`src/rtl/time_base_multi.sv`:
```
// Baseband time base: sample clock enables, preTIC/TIC and ACCUM_INT strobes with
// double-buffered divides and software resync. TB_PPS_ALIGN_EN adds a PPS-driven resync.
module time_base_multi #(
  parameter int CNT_W            = 24,
  parameter int SC_DIV           = 7,
  parameter int ACC_SAMPLE_PHASE = 3,
  parameter int TIC_DELAY        = 1,
  parameter int SEQ_W            = 16
) (
  input  logic             clk,
  input  logic             rstn,
  input  logic [CNT_W-1:0] tic_divide,
  input  logic [CNT_W-1:0] accum_divide,
  input  logic             div_load,
  input  logic             resync,
`ifdef TB_PPS_ALIGN_EN
  input  logic             pps_in,
`endif
  output logic             sample_clk,
  output logic             accum_sample_enable,
  output logic             pre_tic_enable,
  output logic             tic_enable,
  output logic             accum_enable,
  output logic [CNT_W-1:0] tic_count,
  output logic [CNT_W-1:0] accum_count,
  output logic [SEQ_W-1:0] tic_seq,
  output logic [1:0]       div_pending
);

  localparam int SDIV_W = (SC_DIV > 2) ? $clog2(SC_DIV) : 1;

  logic [SDIV_W-1:0]    sdiv_q, sdiv_d;
  logic [CNT_W-1:0]     tic_q, tic_d, acc_q, acc_d;
  logic [CNT_W-1:0]     tic_act_q, tic_act_d, tic_shd_q, tic_shd_d;
  logic [CNT_W-1:0]     acc_act_q, acc_act_d, acc_shd_q, acc_shd_d;
  logic [TIC_DELAY-1:0] dly_q, dly_d;
  logic [SEQ_W-1:0]     seq_q, seq_d;
  logic [1:0]           pend_q, pend_d;
  logic                 tc_tic, tc_acc, rsync;

`ifdef TB_PPS_ALIGN_EN
  // Two synchroniser stages plus one history stage; the registered rise pulse
  // lands three cycles after the pin edge.
  logic [2:0] pps_sync_q, pps_sync_d;
  logic       pps_rise_q, pps_rise_d;

  always_comb begin
    pps_sync_d = {pps_sync_q[1:0], pps_in};
    pps_rise_d = pps_sync_q[1] & ~pps_sync_q[2];
  end

  always_ff @(posedge clk) begin
    if (!rstn) begin
      pps_sync_q <= '0;
      pps_rise_q <= 1'b0;
    end else begin
      pps_sync_q <= pps_sync_d;
      pps_rise_q <= pps_rise_d;
    end
  end

  assign rsync = resync | pps_rise_q;
`else
  assign rsync = resync;
`endif

  assign tc_tic = (tic_q == '0);
  assign tc_acc = (acc_q == '0);

  always_comb begin
    sdiv_d    = (sdiv_q == SDIV_W'(SC_DIV - 1)) ? '0 : sdiv_q + SDIV_W'(1);
    dly_d     = (dly_q << 1) | TIC_DELAY'(tc_tic);
    tic_act_d = tic_act_q;
    acc_act_d = acc_act_q;
    tic_shd_d = tic_shd_q;
    acc_shd_d = acc_shd_q;
    pend_d    = pend_q;
    seq_d     = dly_q[TIC_DELAY-1] ? seq_q + SEQ_W'(1) : seq_q;
    tic_d     = tic_q - CNT_W'(1);
    acc_d     = acc_q - CNT_W'(1);

    // A pending shadow is promoted at terminal count and feeds that same reload.
    if (tc_tic) begin
      tic_d = pend_q[0] ? tic_shd_q : tic_act_q;
      if (pend_q[0]) begin
        tic_act_d = tic_shd_q;
        pend_d[0] = 1'b0;
      end
    end
    if (tc_acc) begin
      acc_d = pend_q[1] ? acc_shd_q : acc_act_q;
      if (pend_q[1]) begin
        acc_act_d = acc_shd_q;
        pend_d[1] = 1'b0;
      end
    end

    // Load after promotion so a same-cycle load stays pending for the next reload.
    if (div_load) begin
      tic_shd_d = tic_divide;
      acc_shd_d = accum_divide;
      pend_d    = 2'b11;
    end

    if (rsync) begin
      sdiv_d    = '0;
      tic_d     = '0;
      acc_d     = '0;
      dly_d     = '0;
      tic_act_d = tic_act_q;
      acc_act_d = acc_act_q;
      tic_shd_d = tic_shd_q;
      acc_shd_d = acc_shd_q;
      pend_d    = pend_q;
    end
  end

  always_ff @(posedge clk) begin
    if (!rstn) begin
      sdiv_q    <= '0;
      tic_q     <= '0;
      acc_q     <= '0;
      dly_q     <= '0;
      seq_q     <= '0;
      pend_q    <= '0;
      tic_act_q <= tic_divide;
      tic_shd_q <= tic_divide;
      acc_act_q <= accum_divide;
      acc_shd_q <= accum_divide;
    end else begin
      sdiv_q    <= sdiv_d;
      tic_q     <= tic_d;
      acc_q     <= acc_d;
      dly_q     <= dly_d;
      seq_q     <= seq_d;
      pend_q    <= pend_d;
      tic_act_q <= tic_act_d;
      tic_shd_q <= tic_shd_d;
      acc_act_q <= acc_act_d;
      acc_shd_q <= acc_shd_d;
    end
  end

  assign sample_clk          = rstn & (sdiv_q == '0);
  assign accum_sample_enable = rstn & (sdiv_q == SDIV_W'(ACC_SAMPLE_PHASE));
  assign pre_tic_enable      = rstn & tc_tic;
  assign tic_enable          = rstn & dly_q[TIC_DELAY-1];
  assign accum_enable        = rstn & tc_acc;
  assign tic_count           = tic_q;
  assign accum_count         = acc_q;
  assign tic_seq             = seq_q;
  assign div_pending         = pend_q;

endmodule

```
`config.mk`:
```
export PLATFORM = sky130hd
export DESIGN_NAME = time_base_multi
export DESIGN_NICKNAME = d
export VERILOG_FILES = /design/src/rtl/time_base_multi.sv
export SDC_FILE = /design/constraint.sdc
export NUM_CORES = 1
export LEC_CHECK = 0
export CORE_MARGIN = 4
export CORE_UTILIZATION = 60
export DETAILED_ROUTE_END_ITERATION = 8
export DONT_BUFFER_PORTS = 1
export GPL_TIMING_DRIVEN = 0
export HOLD_SLACK_MARGIN = 0.06
export PLACE_DENSITY = 0.76
export SYNTH_ARGS = -nofsm -noshare
export SYNTH_HDL_FRONTEND = slang
export SYNTH_SLANG_ARGS = --single-unit
```
`constraint.sdc`:
```
create_clock -name clk -period 4.8 [get_ports clk]
set_input_delay 0.96 -clock clk [delete_from_list [all_inputs] [get_ports clk]]
set_output_delay 0.96 -clock clk [all_outputs]
set_load 0.05 [all_outputs]
```
==> flow_summary.yaml, run 1 <==
clock_tree:
  cts_tree: "done"
  cts_setup_buffers: 0
  clkLatencyLatePin_ps: 420
  clkSlewWorstSetupHoldPaths_ps: 60
  htreeDepth: 4
  ctsResizeCount: 0
  postCtsHoldBufs: 0
  clock-sinks: 166
  cts_buffer_depth: 2
  cts_buffers: 17
  cts_root_buf: "clkbuf_16"
sta:
  holdWs_ps: 449
  post-route-min-period_ps: 4340
  setup_viol: 0
  setup_tns_ps: 0
  finalHoldViolations: 0
  fin_crit_sh_pct: 90.4
  final_max_slew_viol_count: 0
  max_freq_ghz: 0.230
  worstMarginPinSlew_ps: 1270
  slew_headroom_pct: 14.8
  grt_setup_unrepaired: "no"
  fin_skew_ps: 6.64
final_layout:
  final_common_cell: "nor2_1"
  area_delta_synth_final_pct: 12.1
  final_core_util_pct: 69.4
  final_cell_mix: "nor2_1 (108), edfxtp_1 (96), dfxtp_1 (70), a21oi_1 (63), mux2i_1 (49)"
  drive_gt1_share_pct: 10.5
  diodes: 0
  final_area_um2: 8410
  final_nets: 743
power:
  p_comb_share_pct: 36.9
  p_seq_share_pct: 40.9
  p_total_uw: 6220
  p_int_uw: 3540
  vdd_drop_max_mv: 0.460
  swShare_pct: 43.1
  p_per_area_nw_per_um2: 740
  power_leakage_uw: 0.00295
  p_clk_share_pct: 22.1
  switchingPower_uw: 2680
grt:
  antenna_found_initial: 0
  grt_max_degree: 33
  grt_pass1_vias: 5283
  track_usage_pct: 24.4
  grt_first_pass_wirelength_mm: 27.3
  grt_overflow_total: 0
die:
  design.die.area_um2: 14400
  die_h_um: 120
  start_util_pct: 61.9
  rows: 40
  die_w_um: 120
  coreArea_um2: 12100
  io_pins: 123
routing:
  drc_errors: 0
  totalWireLength_mm: 17.0
  drt_first_pass_iters: 4
  avgRoutedWirePerCell_um: 19.7
  ant_nets: 0
  vias_per_cell: 6.02
  vias: 5191
  drt_iter0_drc: 263
place:
  place_congestion: 0.838
  placed_cell_area_um2: 7800
  place_hpwl_mm: 12.1
  port-buffer-count: 0
min_path:
  min_path_type: "reg -> reg"
setup_path:
  crit_type: "reg -> out"
  path_max_fanout: 10
  endpoint_kind: "output pin"
  cp_slowest_cell: "nor4_2"
  crit_chain: "nor4_1 > clkbuf_1 > nand3_1 > nor4_2"
  cpPeakStageDelay_ps: 1110
  arrival_ps: 3380
  worstPathRequired_ps: 3840
  cp-start-kind: "flop"
synthesis:
  async_flop_share_pct: 0
  ys_ff_latch: 166
  synth-warning-count: 0
  postSynthCellCount: 660
  synth_edf_count: 96
  synth_nets: 721
  synth_area_um2: 7500
  yosys.cell_types.count: 50
  synth-main-ff-cell: "edfxtp_1"
  yosysSeqAreaShare_pct: 57.1
  syn_avg_cell_area_um2: 11.4
outcome:
  outcome: "complete, no violations"
flow_run:
  maxCapViolCount: 0
worst paths after layout:
path,start,endpoint,slack (ps),depth (start not counted)
max,accum_count[4]$_SDFF_PP0_,accum_enable,460,4
min,sdiv_q[0]$_SDFF_PP0_,sdiv_q[0]$_SDFF_PP0_,450,1
max reg2reg,tic_count[7]$_SDFF_PP0_,tic_act_q[6]$_DFFE_PP_,1500,6
min reg2reg,sdiv_q[0]$_SDFF_PP0_,sdiv_q[0]$_SDFF_PP0_,450,1
power by group through the flow:
stage,sequential [µW],clock (µW),combinational [µW]
2_1_floorplan,2500,0,1810
3_3_place_gp,2570,0,2140
3_5_place_dp,2570,0,2260
4_1_cts,2550,1390,2300
5_1_grt,2580,1460,2540
6_report,2550,1380,2300
synth_stat cells (all sizes together), types with 2 or more instances:
master / instances / area, µm²
buf: 11 / 82.6
nor4: 15 / 119
and2: 4 / 25.0
nand3: 9 / 50.1
a21o: 6 / 45.0
o31a: 4 / 35.0
nor3: 22 / 131
o21a: 7 / 52.6
dfxtp: 70 / 1400
xnor2: 32 / 280
nand4: 10 / 62.6
nor2b: 4 / 25.0
or3: 5 / 36.3
mux2i: 49 / 490
and4: 2 / 17.5
edfxtp: 96 / 2880
nor2: 109 / 425
xor2: 16 / 140
nor3b: 3 / 22.5
nand2b: 3 / 18.8
ha: 9 / 113
or4: 6 / 48.8
nand4b: 4 / 35.0
a21oi: 63 / 315
o21ai: 4 / 20.0
and3: 3 / 18.8
clkbuf: 29 / 109
nand2: 10 / 37.5
a211oi: 38 / 365
inv: 9 / 33.8
kinds of logic (layout without fill, tap and decap cells):
family	Yosys count	in the layout	synth area share (%)
AOI/OAI and AO/OA	126	126	11.5
DFF	166	166	57.1
muxes	49	49	6.54
buffers and inverters	50	85	3.05
adders and majority gates	9	9	1.50
and+or+nand+nor	212	212	14.7
xor gates and xnor gates	48	48	5.61
registers in the layout (all words and copies together) (netlist names):
| name | count |
|---|---|
| acc_shd_q | 24 |
| accum_count | 24 |
| div_pending | 2 |
| dly_q | 1 |
| acc_act_q | 24 |
| tic_count | 24 |
| tic_seq | 16 |
| tic_act_q | 24 |
| sdiv_q | 3 |
| tic_shd_q | 24 |
per-stage QoR:
| stage | cells | setup slack, ps |
|---|---|---|
| after floorplan | 660 | 653 |
| after global placement | 828 | -262 |
| after detailed placement | 831 | 857 |
| after CTS | 863 | 402 |
| after global routing | 863 | 202 |
| final | 863 | 458 |
per-layer routing:
| metal | part of all wire [%] | up-vias | wire, µm | track usage, % |
|---|---|---|---|---|
| li1 | - | 2470 | - | - |
| met1 | 40 | 2527 | 6740 | 28.3 |
| met2 | 50 | 166 | 8440 | 41.1 |
| met3 | 8.3 | 28 | 1410 | 9.00 |
| met4 | 2.3 | 0 | 391 | 9.66 |
| met5 | 0 | - | 0 | 0 |
worst max-delay path, delay by kind of cell, from the launching register on:
kind	cells	cell delay, ps
buffers and inverters	1	400
and+or+nand+nor	3	2030
DFF	1	530
final cells by class:
class | instances | area [µm²]
clock buffers | 25 | 518
repair buffers | 3 | 62.6
clock inverters | 7 | 88.8
inverters | 10 | 37.5
well taps | 168 | 210
fillers | 908 | 3710
flip-flops and latches | 166 | 4280
plain buffers | 40 | 191
multi-input cells | 444 | 3010
Power figures use the tool's default switching activity.
==> inputs of run 2 (changes only) <==
--- a/config.mk
+++ b/config.mk
@@ -5,13 +5,16 @@
 export SDC_FILE = /design/constraint.sdc
 export NUM_CORES = 1
 export LEC_CHECK = 0
+export CELL_PAD_IN_SITES_DETAIL_PLACEMENT = 1
+export CELL_PAD_IN_SITES_GLOBAL_PLACEMENT = 2
 export CORE_MARGIN = 4
-export CORE_UTILIZATION = 60
+export CORE_UTILIZATION = 41
 export DETAILED_ROUTE_END_ITERATION = 8
 export DONT_BUFFER_PORTS = 1
+export GPL_ROUTABILITY_DRIVEN = 0
 export GPL_TIMING_DRIVEN = 0
 export HOLD_SLACK_MARGIN = 0.06
-export PLACE_DENSITY = 0.76
+export PLACE_DENSITY_LB_ADDON = 0.1
 export SYNTH_ARGS = -nofsm -noshare
 export SYNTH_HDL_FRONTEND = slang
 export SYNTH_SLANG_ARGS = --single-unit
==> run 2 against run 1 <==
  * Sequential power about the same
  * Register-to-register slack about the same
  * Critical endpoint is now pre_tic_enable
  * Wire length up 12%
  * Clock-buffer cell count down 8
  * Die area up 43%
  * Global-route usage down 5.0 points
  * Largest power group unchanged
  * Critical path depth up 1
  * Largest cell class unchanged
  * Combinational power about the same
  * First-iteration DRC count down 17%
  * Critical path type unchanged
  * Worst setup slack worse by 2.9 ps
  * Clock skew up 4.4 ps
==> flow_summary.yaml, run 2 (synthesized netlist as in run 1, its figures left out) <==
outcome:
  outcome: "complete, no violations"
routing:
  ant_nets: 0
  vias: 5096
  drt_first_pass_iters: 4
  drt_iter0_drc: 218
  vias_per_cell: 5.52
  totalWireLength_mm: 19.1
  drc_errors: 0
  avgRoutedWirePerCell_um: 20.6
final_layout:
  drive_gt1_share_pct: 10.9
  final_nets: 743
  area_delta_synth_final_pct: 13.4
  final_cell_mix: "nor2_1 (108), edfxtp_1 (96), dfxtp_1 (70), a21oi_1 (63), mux2i_1 (49)"
  final_common_cell: "nor2_1"
  diodes: 0
power:
  power_leakage_uw: 0.00296
  p_per_area_nw_per_um2: 741
  p_total_uw: 6300
  vdd_drop_max_mv: 0.427
min_path:
  min_path_type: "reg -> reg"
  hold-path-cell-count: 1
setup_path:
  worstPathRequired_ps: 3840
  cp-start-kind: "flop"
  path_max_fanout: 10
  reg2reg_depth: 6
  arrival_ps: 3380
  crit_type: "reg -> out"
  endpoint_kind: "output pin"
grt:
  grt_pass1_vias: 5496
  grt_max_degree: 34
  antenna_found_initial: 0
  track_usage_pct: 19.4
  grt_first_pass_wirelength_mm: 30.5
  grt_overflow_total: 0
die:
  die_w_um: 143
  coreArea_um2: 18000
  die_h_um: 143
  start_util_pct: 41.7
  rows: 49
  io_pins: 123
  design.die.area_um2: 20500
clock_tree:
  clock-sinks: 166
  cts_setup_buffers: 0
  cts_tree: "done"
  postCtsHoldBufs: 0
  htreeDepth: 4
  clkSlewWorstSetupHoldPaths_ps: 60
  cts_root_buf: "clkbuf_16"
  cts_buffers: 17
  ctsResizeCount: 0
  cts_buffer_depth: 2
  clkLatencyLatePin_ps: 420
sta:
  final_max_slew_viol_count: 0
  setup_tns_ps: 0
  slew_headroom_pct: 14.5
  setup_viol: 0
  finalHoldViolations: 0
  fin_skew_ps: 11.0
  post-route-min-period_ps: 4340
  fin_ws_ps: 456
  worstMarginPinSlew_ps: 1270
  grt_setup_unrepaired: "no"
  max_freq_ghz: 0.230
  fin_crit_sh_pct: 90.5
place:
  pre_cts_ws_ps: 854
  port-buffer-count: 0
  place_hpwl_mm: 14.2
flow_run:
  maxCapViolCount: 0
## run 2: final cells by class
type                            instances  area (µm²)
Fill cell                            1907        9460
Sequential cell                       166        4280
Multi-Input combinational cell        444        3010
Clock buffer                           17         425
Tap cell                              229         287
Clock inverter                         15         201
Buffer                                 40         191
Timing Repair Buffer                    3        62.6
Inverter                               10        37.5
## run 2: metrics by stage
| step | instance area [µm²] | cells | util [%] | hold slack [ps] |
|---|---|---|---|---|
| 2_1_floorplan | 7500 | 660 | - | 417 |
| 3_3_place_gp | 7790 | 889 | 43.3 | 428 |
| 3_5_place_dp | 7880 | 892 | 43.8 | 480 |
| 4_1_cts | 8500 | 924 | 47.3 | 490 |
| 5_1_grt | 8500 | 924 | 47.3 | 502 |
| 6_report | 8500 | 924 | 47.3 | 486 |
## run 2: path summary, 6_finish.rpt
check,from,slack (ps),end
worst max-delay path,tic_count[7]$_SDFF_PP0_,460,pre_tic_enable
worst min-delay path,sdiv_q[0]$_SDFF_PP0_,490,sdiv_q[0]$_SDFF_PP0_
worst max register to register,tic_count[7]$_SDFF_PP0_,1490,tic_act_q[9]$_DFFE_PP_
worst min register to register,sdiv_q[0]$_SDFF_PP0_,490,sdiv_q[0]$_SDFF_PP0_
## run 2: routing by layer
| metal | up-vias | part of all wire (%) | GRT usage, % |
|---|---|---|---|
| met1 | 2506 | 39 | 22.0 |
| met5 | - | 0 | 0 |
| met2 | 103 | 52 | 34.5 |
| met3 | 20 | 7.1 | 7.13 |
| met4 | 0 | 1.4 | 5.45 |
| li1 | 2467 | - | - |
## run 2: power by group
part           total, µW  internal [µW]  switching, µW
clock               1440            874            571
sequential          2550           1810            743
combinational       2300            877           1420
total               6300           3560           2740
## run 2: worst max-delay path, stage by stage, from the launching register on
cell and delay (ps):
dfxtp_1 500, nor4_2 780, nand3_2 330, or3_1 440, buf_2 200, nor2_1 700
